<file path="src/rtl/multdiv_pkg.sv">
// rtl/multdiv_pkg.sv - shared constants, opcodes and helpers for the multiply/divide unit
// Contents: FSM state encodings, iteration count, INT_MIN, opcode enum, magnitude helper.
package multdiv_pkg;

    localparam logic [1:0] IDLE = 2'd0;
    localparam logic [1:0] RUN  = 2'd1;
    localparam logic [1:0] DONE = 2'd2;

    localparam int          ITER_COUNT = 32;
    localparam logic [31:0] INT_MIN    = 32'h80000000;

    typedef enum logic {
        OP_MULT = 1'b0,
        OP_DIV  = 1'b1
    } opcode_t;

    // Two's-complement magnitude; INT_MIN maps to 0x80000000 read as unsigned.
    function automatic logic [31:0] magnitude(input logic [31:0] v);
        return v[31] ? -v : v;
    endfunction

endpackage

</file>
<file path="src/rtl/multdiv_if.sv">
// rtl/multdiv_if.sv - issue / result / write-back bundle of the multiply/divide unit
// Ports: ctrl_MULT, ctrl_DIV, data_operandA/B, ctrl_destReg (issuer -> unit);
//        ctrl_busy, data_resultRDY, data_result, data_exception,
//        wb_writeEnable, wb_writeReg, wb_writeData (unit -> issuer / register file).
interface multdiv_if;

    logic        ctrl_MULT;
    logic        ctrl_DIV;
    logic [31:0] data_operandA;
    logic [31:0] data_operandB;
    logic [4:0]  ctrl_destReg;
    logic        ctrl_busy;
    logic        data_resultRDY;
    logic [31:0] data_result;
    logic        data_exception;
    logic        wb_writeEnable;
    logic [4:0]  wb_writeReg;
    logic [31:0] wb_writeData;

    modport master (
        output ctrl_MULT, ctrl_DIV, data_operandA, data_operandB, ctrl_destReg,
        input  ctrl_busy, data_resultRDY, data_result, data_exception,
               wb_writeEnable, wb_writeReg, wb_writeData
    );

    modport slave (
        input  ctrl_MULT, ctrl_DIV, data_operandA, data_operandB, ctrl_destReg,
        output ctrl_busy, data_resultRDY, data_result, data_exception,
               wb_writeEnable, wb_writeReg, wb_writeData
    );

endinterface

</file>
<file path="src/rtl/addsub33.sv">
// rtl/addsub33.sv - 33-bit adder/subtractor shared by the Booth and divide datapaths
// Ports: a, b (33-bit operands), sub (1 = a - b, 0 = a + b), sum (33-bit result).
module addsub33 (
    input  logic [32:0] a,
    input  logic [32:0] b,
    input  logic        sub,
    output logic [32:0] sum
);

    assign sum = sub ? (a - b) : (a + b);

endmodule

</file>
<file path="src/rtl/multdiv_wb.sv">
// rtl/multdiv_wb.sv - 32-cycle signed multiply (radix-2 Booth) / divide (restoring) with write-back
// Ports: clock, ctrl_reset_n (sync active-low), bus (multdiv_if.slave).
module multdiv_wb
    import multdiv_pkg::*;
(
    input  logic      clock,
    input  logic      ctrl_reset_n,
    multdiv_if.slave  bus
);

    localparam logic [4:0] LAST_ITER = 5'(ITER_COUNT - 1);

    logic [1:0]  state;
    logic [4:0]  count;
    opcode_t     opReg;
    logic [4:0]  destReg;
    logic [31:0] operandReg;   // multiplicand, or divisor magnitude
    logic [63:0] product;      // Booth {acc, multiplier}; divide keeps the quotient in [31:0]
    logic        boothBit;     // Booth q(-1)
    logic [31:0] remainder;
    logic        negQuot;
    logic        divZero;
    logic        divOvf;
    logic [31:0] resultHold;

    logic        issueValid;
    logic [32:0] asA;
    logic [32:0] asB;
    logic        asSub;
    logic [32:0] asSum;
    logic [31:0] doneResult;
    logic        doneExc;
    logic        isDone;

    assign issueValid = (state == IDLE) && (bus.ctrl_MULT ^ bus.ctrl_DIV);

    // Operand steering for the shared adder.  The Booth accumulator is
    // sign-extended to 33 bits so that subtracting INT_MIN cannot overflow.
    always_comb begin
        asA   = '0;
        asB   = '0;
        asSub = 1'b0;
        if (opReg == OP_MULT) begin
            asA   = {product[63], product[63:32]};
            asSub = product[0] & ~boothBit;
            asB   = (product[0] ^ boothBit) ? {operandReg[31], operandReg} : 33'd0;
        end else begin
            // Trial subtract of the divisor from the remainder shifted left by one.
            asA   = {remainder, product[31]};
            asB   = {1'b0, operandReg};
            asSub = 1'b1;
        end
    end

    addsub33 u_addsub (
        .a   (asA),
        .b   (asB),
        .sub (asSub),
        .sum (asSum)
    );

    always_comb begin
        doneResult = product[31:0];
        doneExc    = 1'b0;
        if (opReg == OP_MULT) begin
            doneExc = ~((&product[63:31]) | ~(|product[63:31]));
        end else if (divZero) begin
            doneResult = '0;
            doneExc    = 1'b1;
        end else begin
            doneResult = negQuot ? -product[31:0] : product[31:0];
            doneExc    = divOvf;
        end
    end

    always_ff @(posedge clock) begin
        if (!ctrl_reset_n) begin
            state      <= IDLE;
            count      <= '0;
            opReg      <= OP_MULT;
            destReg    <= '0;
            operandReg <= '0;
            product    <= '0;
            boothBit   <= 1'b0;
            remainder  <= '0;
            negQuot    <= 1'b0;
            divZero    <= 1'b0;
            divOvf     <= 1'b0;
            resultHold <= '0;
        end else begin
            case (state)
                IDLE: begin
                    if (issueValid) begin
                        state     <= RUN;
                        count     <= '0;
                        destReg   <= bus.ctrl_destReg;
                        boothBit  <= 1'b0;
                        remainder <= '0;
                        negQuot   <= bus.data_operandA[31] ^ bus.data_operandB[31];
                        divZero   <= (bus.data_operandB == '0);
                        divOvf    <= (bus.data_operandA == INT_MIN) && (bus.data_operandB == '1);
                        if (bus.ctrl_MULT) begin
                            opReg      <= OP_MULT;
                            operandReg <= bus.data_operandA;
                            product    <= {32'd0, bus.data_operandB};
                        end else begin
                            opReg      <= OP_DIV;
                            operandReg <= magnitude(bus.data_operandB);
                            product    <= {32'd0, magnitude(bus.data_operandA)};
                        end
                    end
                end
                RUN: begin
                    if (opReg == OP_MULT) begin
                        // Add/subtract then arithmetic shift right of {acc, multiplier}.
                        product  <= {asSum, product[31:1]};
                        boothBit <= product[0];
                    end else if (!asSum[32]) begin
                        remainder     <= asSum[31:0];
                        product[31:0] <= {product[30:0], 1'b1};
                    end else begin
                        remainder     <= asA[31:0];
                        product[31:0] <= {product[30:0], 1'b0};
                    end
                    count <= count + 5'd1;
                    if (count == LAST_ITER) begin
                        state <= DONE;
                    end
                end
                DONE: begin
                    resultHold <= doneResult;
                    state      <= IDLE;
                end
                default: state <= IDLE;
            endcase
        end
    end

    assign isDone             = (state == DONE);
    assign bus.ctrl_busy      = (state != IDLE);
    assign bus.data_resultRDY = isDone;
    assign bus.data_exception = isDone & doneExc;
    assign bus.data_result    = isDone ? doneResult : resultHold;
    assign bus.wb_writeData   = isDone ? doneResult : resultHold;
    assign bus.wb_writeReg    = isDone ? destReg : 5'd0;
    assign bus.wb_writeEnable = isDone & (destReg != 5'd0) & ~doneExc;

endmodule

</file>
<file path="src/flat_wrapper.sv">
// flat-port wrapper written by rule: the top's interface ports become plain ports
module multdiv_wb_flat import multdiv_pkg::*;
  (clock, ctrl_reset_n, bus_ctrl_MULT, bus_ctrl_DIV, bus_data_operandA, bus_data_operandB, bus_ctrl_destReg, bus_ctrl_busy, bus_data_resultRDY, bus_data_result, bus_data_exception, bus_wb_writeEnable, bus_wb_writeReg, bus_wb_writeData);
  multdiv_if bus_i ();
  input  logic clock;
  input  logic ctrl_reset_n;
  input wire logic [$bits(bus_i.ctrl_MULT)-1:0] bus_ctrl_MULT;
  input wire logic [$bits(bus_i.ctrl_DIV)-1:0] bus_ctrl_DIV;
  input wire logic [$bits(bus_i.data_operandA)-1:0] bus_data_operandA;
  input wire logic [$bits(bus_i.data_operandB)-1:0] bus_data_operandB;
  input wire logic [$bits(bus_i.ctrl_destReg)-1:0] bus_ctrl_destReg;
  output wire logic [$bits(bus_i.ctrl_busy)-1:0] bus_ctrl_busy;
  output wire logic [$bits(bus_i.data_resultRDY)-1:0] bus_data_resultRDY;
  output wire logic [$bits(bus_i.data_result)-1:0] bus_data_result;
  output wire logic [$bits(bus_i.data_exception)-1:0] bus_data_exception;
  output wire logic [$bits(bus_i.wb_writeEnable)-1:0] bus_wb_writeEnable;
  output wire logic [$bits(bus_i.wb_writeReg)-1:0] bus_wb_writeReg;
  output wire logic [$bits(bus_i.wb_writeData)-1:0] bus_wb_writeData;
  assign bus_i.ctrl_MULT = bus_ctrl_MULT;
  assign bus_i.ctrl_DIV = bus_ctrl_DIV;
  assign bus_i.data_operandA = bus_data_operandA;
  assign bus_i.data_operandB = bus_data_operandB;
  assign bus_i.ctrl_destReg = bus_ctrl_destReg;
  assign bus_ctrl_busy = bus_i.ctrl_busy;
  assign bus_data_resultRDY = bus_i.data_resultRDY;
  assign bus_data_result = bus_i.data_result;
  assign bus_data_exception = bus_i.data_exception;
  assign bus_wb_writeEnable = bus_i.wb_writeEnable;
  assign bus_wb_writeReg = bus_i.wb_writeReg;
  assign bus_wb_writeData = bus_i.wb_writeData;
  multdiv_wb u_core (.clock(clock), .ctrl_reset_n(ctrl_reset_n), .bus(bus_i));
endmodule
</file>
<file path="config.mk">
export PLATFORM = sky130hd
export DESIGN_NAME = multdiv_wb_flat
export DESIGN_NICKNAME = d
export VERILOG_FILES = /design/src/rtl/multdiv_pkg.sv /design/src/rtl/multdiv_if.sv /design/src/rtl/addsub33.sv /design/src/rtl/multdiv_wb.sv /design/src/flat_wrapper.sv
export SDC_FILE = /design/constraint.sdc
export NUM_CORES = 1
export LEC_CHECK = 0
export BUFFER_PORTS_ARGS = -buffer_cell sky130_fd_sc_hd__buf_2
export CORE_ASPECT_RATIO = 0.8
export CORE_MARGIN = 2
export CORE_UTILIZATION = 61
export DETAILED_ROUTE_END_ITERATION = 12
export PLACE_DENSITY = 0.82
export SETUP_SLACK_MARGIN = 0.05
export SYNTH_ARGS = -nofsm -noshare
export SYNTH_HDL_FRONTEND = slang
export SYNTH_HIERARCHICAL = 1
export SYNTH_SLANG_ARGS = --single-unit
</file>
<file path="constraint.sdc">
create_clock -name clock -period 8.4 [get_ports clock]
set_input_delay 0.84 -clock clock [delete_from_list [all_inputs] [get_ports clock]]
set_output_delay 0.84 -clock clock [all_outputs]
set_load 0.05 [all_outputs]
</file>
==> results of run 1 <==
## stage by stage
step,utilization,cell area (sq um),std cells
after floorplan,-,14300,1893
after global placement,0.638,14800,2195
after detailed placement,0.638,14800,2195
after CTS,0.663,15400,2227
after global routing,0.663,15400,2227
final,0.663,15400,2227
## sequential cells by signal, indices dropped and copies added (netlist names)
signal             count
u_core/product        64
u_core/remainder      32
u_core/divZero         1
u_core/count           5
u_core/divOvf          1
u_core/negQuot         1
u_core/opReg           1
u_core/operandReg     32
u_core/state           2
u_core/resultHold     32
u_core/boothBit        1
u_core/destReg         5
## worst max-delay path, cell delays in order (launching register included)
cell and delay, ns:
dfxtp_4 0.55, nand2b_1 0.59, and2_1 0.39, or4_4 0.57
or3_4 0.37, nor3b_4 0.32, nand2_2 0.12, nor2_4 0.18
a21oi_1 0.10, xnor2_1 0.16, ha_1 0.38, a21o_1 0.21
a21o_1 0.19, a21o_1 0.19, a221oi_1 0.37, o21ai_0 0.16
a211oi_1 0.38, xnor2_2 0.51, buf_4 0.51, mux2i_1 0.24
o21ai_0 0.09, and2_1 0.18
## cell type report
type,instances,area (sq um)
multi-input combinational,1506,9870
fill,2001,7820
sequential,177,3550
timing repair buffer,161,848
clock buffer,18,439
tap,312,390
clock inverter,14,148
inverter,39,146
## layer usage
layer  GRT usage  vias up  share of wire
li1            -     6865              -
met1       0.516     6865           0.46
met2       0.501      761           0.42
met3      0.0693       69           0.11
met4      0.0763        0          0.015
met5           0        -              0
## cell usage in the layout, fill, tap and decap left out, types with 11 or more instances in the layout
cell / count
dfxtp_1: 176
a21boi_0: 49
a31oi_1: 16
buf_4: 17
o21ai_0: 134
o41ai_1: 23
o21a_1: 12
o2111ai_1: 14
nor4_1: 29
or4_1: 15
buf_2: 144
xor2_1: 35
and3_1: 17
or3_1: 14
nand3_1: 118
nor3b_1: 11
a211oi_1: 13
and2_1: 111
inv_1: 38
clkbuf_16: 17
xnor2_1: 80
a21o_1: 14
mux2i_1: 62
nor3_1: 37
nor2_1: 104
a21oi_1: 113
nand2b_1: 23
nor2b_1: 20
nand4_1: 25
ha_1: 40
o221ai_1: 12
o211ai_1: 23
o31ai_1: 17
mux2_2: 41
nand2_1: 167
## worst paths after layout
kind | from | slack, ns | to | cells past startpoint
worst max-delay path | u_core/opReg | 1.52 | u_core/remainder[29] | 21
worst min-delay path | u_core/operandReg[10] | 0.46 | u_core/operandReg[10] | 2
worst max register to register | u_core/opReg | 1.52 | u_core/remainder[29] | 21
worst min register to register | u_core/operandReg[10] | 0.46 | u_core/operandReg[10] | 2
## where the power goes
part	switching (W)	internal, W
Clock	0.000399	0.000404
Sequential	0.000137	0.000931
Combinational	0.00124	0.000826
Total	0.00177	0.00216
## cells by family (layout without fill, tap and decap cells)
| logic type | Yosys count | in the layout | synth area share |
|---|---|---|---|
| multiplexers | 103 | 103 | 0.0755 |
| adder cells (fa/ha/maj) | 41 | 41 | 0.0363 |
| XOR/XNOR | 116 | 116 | 0.0709 |
| flip-flops | 177 | 177 | 0.247 |
| AND/OR/NAND/NOR | 742 | 742 | 0.274 |
| buffers and inverters | 210 | 232 | 0.0656 |
| AO/OA/AOI/OAI | 504 | 504 | 0.230 |
==> impl_metrics.yaml, run 1 <==
cts:
  tritoncts: "yes"
  post_cts.repair.setup_buffers: 0
  cts_buffers: 17
  post_cts_resized: 0
  clk_path_buf_depth: 2
  cts.clk_slew.worst_paths_ns: 0.07
  cts_sinks: 177
  root_buffer: "clkbuf_16"
  postCtsHoldBufs: 0
  cts-htree-levels: 4
  clkLatencyLatePin_ns: 0.44
yosys:
  synthesis.nets: 2007
  postSynthAreaPerCell_sq_um: 7.57
  ys_ff_latch: 177
  synth_warnings: 6
  synth-async-reset-ratio: 0
  syn_area_sq_um: 14300
  synth-edff-count: 0
  ys.flop_type: "dfxtp_1"
  synth_common_cells: "dfxtp_1 (177), nand2_1 (168), o21ai_0 (134)"
  yosysMostFrequentCell: "dfxtp_1"
  synth_top_cell_by_area: "dfxtp_1"
  ys_seq_area_frac: 0.247
  synth_cells: 1893
  yosysTopAreaCellShare: 0.247
  ys_types: 85
  synth_area_leaders: "dfxtp_1 (25%), xnor2_1 (5.0%), and2_1 (4.8%), o21ai_0 (4.7%), nand2_1 (4.4%)"
power:
  leakage_nw: 6.07
  p_total_w: 0.00394
  cellPowerDensity_nw_per_um2: 256
  peakVddDrop_v: 0.000235
run:
  cap_violations: 0
floorplan:
  initial_core_util: 0.617
  fp.dieW_um: 175
  rows: 50
  io_pins: 146
  fp.dieArea_sq_um: 24700
  die-height_um: 141
  coreArea_sq_um: 23200
drt:
  via_count: 14560
  detail-route-antenna-nets: 0
  first_pass_iters: 6
  route.detailed.vias_per_inst: 6.54
  wirelength_mm: 43.6
  drc_errors: 0
  wl_per_cell_um: 19.6
  first_iter_violations: 1924
placement:
  hpwl_mm: 31.2
  dp_slack_ns: 1.66
  gp_congestion: 0.994
  portBuffers: 145
sta:
  max_freq_mhz: 145
  finalMaxSlewViolations: 0
  timing.final.ws_setup_ns: 1.52
  hold_violations: 0
  skew_ns: 0.0146
  grt_setup_unrepaired: "no"
  period_share: 0.819
  relSlewSlack: 0.0993
  tns_ns: 0
  worstMarginPinSlew_ns: 1.34
  finalSetupViolations: 0
  fin_hold_ws_ns: 0.455
  period_minus_slack_ns: 6.88
global_routing:
  first_global_vias: 12828
  overflow: 0
  grt_pass1_wl_mm: 68.7
  antenna_found_initial: 0
  grt_max_degree: 90
  grt_usage: 0.343
critical_path:
  cp_data_arrival_time_ns: 7.21
  startpoint_type: "flip-flop"
  path_class: "reg2reg"
  end_kind: "flip-flop"
  cp.required_ns: 8.73
  crit_fanout: 41
finish:
  drive_gt1_frac: 0.143
  fin_nets: 2016
  diodes: 0
  area_delta_synth_final_pct: 7.44
worst_hold_path:
  hold_path.class: "reg2reg"
status:
  status: "finished clean"
No activity file was read; power rests on OpenSTA's default activity.
==> run 2: changes to the inputs <==
- clock period: 8.4 -> 6.73 ns (I/O delays scaled with it)
==> impl_metrics.yaml, run 2 (synthesized netlist as in run 1, its figures left out) <==
status:
  status: "finished clean"
sta:
  tns_ns: 0
  relSlewSlack: 0.339
  hold_violations: 0
  max_freq_mhz: 160
  finalSetupViolations: 0
  finalMaxSlewViolations: 0
  worstMarginPinSlew_ns: 0.990
  period_minus_slack_ns: 6.25
  grt_setup_unrepaired: "no"
  skew_ns: 0.0171
  period_share: 0.929
floorplan:
  rows: 50
  fp.dieArea_sq_um: 24700
  fp.dieW_um: 175
  coreArea_sq_um: 23200
  die-height_um: 141
  initial_core_util: 0.617
  io_pins: 146
placement:
  gp_congestion: 0.975
  portBuffers: 145
  dp.cells: 2200
  hpwl_mm: 31.8
global_routing:
  busiest_layer: "met2"
  overflow: 0
  use_met2: 0.516
  grt_usage: 0.351
  met1_usage: 0.515
  antenna_found_initial: 0
  first_global_vias: 13147
  grtUsageMet3: 0.0817
  grt_max_degree: 77
  grt_pass1_wl_mm: 70.8
worst_hold_path:
  hold_path.class: "reg2reg"
  min_from: "u_core/operandReg[20]"
cts:
  clkLatencyLatePin_ns: 0.45
  post_cts.repair.setup_buffers: 0
  postCtsHoldBufs: 0
  tritoncts: "yes"
  cts.clk_slew.worst_paths_ns: 0.07
  cts_sinks: 177
  clk_path_buf_depth: 2
  cts-htree-levels: 4
  cts_buffers: 17
  root_buffer: "clkbuf_16"
  post_cts_resized: 0
critical_path:
  cp.required_ns: 7.07
  setup.worst_path.start: "u_core/product[0]"
  crit_fanout: 20
  cp_data_arrival_time_ns: 6.59
  reg2reg_from: "u_core/product[0]"
  startpoint_type: "flip-flop"
  path_class: "reg2reg"
  end_kind: "flip-flop"
finish:
  instances_no_fill: 2232
  fin_nets: 2021
  largest-register: "u_core/product"
  layout_commonest_cell: "dfxtp_1"
  final_cell_mix: "dfxtp_1 (176), nand2_1 (167), buf_2 (144), o21ai_0 (134), nand3_1 (118)"
  largest_register_ffs: 64
  drive_gt1_frac: 0.146
  area_delta_synth_final_pct: 7.96
  diodes: 0
drt:
  drc_errors: 0
  detail-route-antenna-nets: 0
  first_pass_iters: 6
  via_count: 14652
  wirelength_mm: 44.5
  first_iter_violations: 1949
  route.detailed.vias_per_inst: 6.56
  wl_per_cell_um: 19.9
power:
  cellPowerDensity_nw_per_um2: 321
  peakVddDrop_v: 0.000228
  leakage_nw: 6.12
run:
  cap_violations: 0
[run 2: cell count changes in the layout (fill, tap and decap cells not counted), moves of 2 or more]
| cell | before | now |
|---|---|---|
| clkinvlp_4 | 4 | 1 |
| buf_4 | 17 | 22 |
| inv_6 | 3 | 5 |
| clkinv_4 | 1 | 3 |
| inv_8 | 3 | 1 |
[run 2: layout make-up]
cell class                      instances  area [sq um]
Fill cell                            2036          7740
Inverter                               39           146
Multi-Input combinational cell       1506          9890
Sequential cell                       177          3550
Clock inverter                         14           168
Clock buffer                           18           439
Tap cell                              312           390
Timing Repair Buffer                  166           886
[run 2: where the power goes]
| group | leakage, nW | internal, W | switching (W) | total, W |
|---|---|---|---|---|
| logic | 4.38 | 0.00105 | 0.00156 | 0.00262 |
| registers | 1.44 | 0.00116 | 0.000158 | 0.00132 |
| clock network | 0.293 | 0.000540 | 0.000493 | 0.00103 |
| total | 6.12 | 0.00275 | 0.00222 | 0.00497 |
[run 2: routing by layer]
| layer | vias to the layer above | share of wire |
|---|---|---|
| li1 | 6882 | - |
| met1 | 6870 | 0.44 |
| met2 | 814 | 0.43 |
| met3 | 86 | 0.12 |
| met4 | 0 | 0.017 |
| met5 | - | 0 |
[run 2: final timing paths]
kind	endpoint	slack [ns]	depth (start not counted)
setup / recovery	u_core/remainder[9]	0.48	22
hold / removal	u_core/operandReg[20]	0.46	2
setup reg to reg	u_core/remainder[9]	0.48	22
hold reg to reg	u_core/operandReg[20]	0.46	2
[run 2: through the flow]
step / total power [W] / utilization / hold slack [ns] / cell area, sq um / setup slack [ns]
floorplan: 0.00325 / - / 0.429 / 14300 / 0.846
global placement: 0.00383 / 0.640 / 0.442 / 14900 / 0.712
detailed placement: 0.00387 / 0.640 / 0.446 / 14900 / 0.469
CTS: 0.00492 / 0.666 / 0.458 / 15500 / 0.438
global route: 0.00528 / 0.666 / 0.471 / 15500 / 0.0886
finish: 0.00497 / 0.666 / 0.458 / 15500 / 0.479
[run 2: critical path, cell delays in order, from the launching register on]
cell and delay [ns]:
dfxtp_1 0.38, ha_1 0.33, nand2b_1 0.17, and2_1 0.25, or4_4 0.57, or3_4 0.37, nor3b_4 0.31, nand2_2 0.13
nor2_4 0.18, a21oi_1 0.10, xnor2_1 0.19, ha_1 0.35, a21o_1 0.21, a21o_1 0.17, a21o_1 0.18, a221oi_1 0.41
o21ai_0 0.21, a211oi_2 0.39, xnor2_4 0.40, buf_4 0.38, mux2i_1 0.21, o21ai_0 0.08, and2_1 0.18
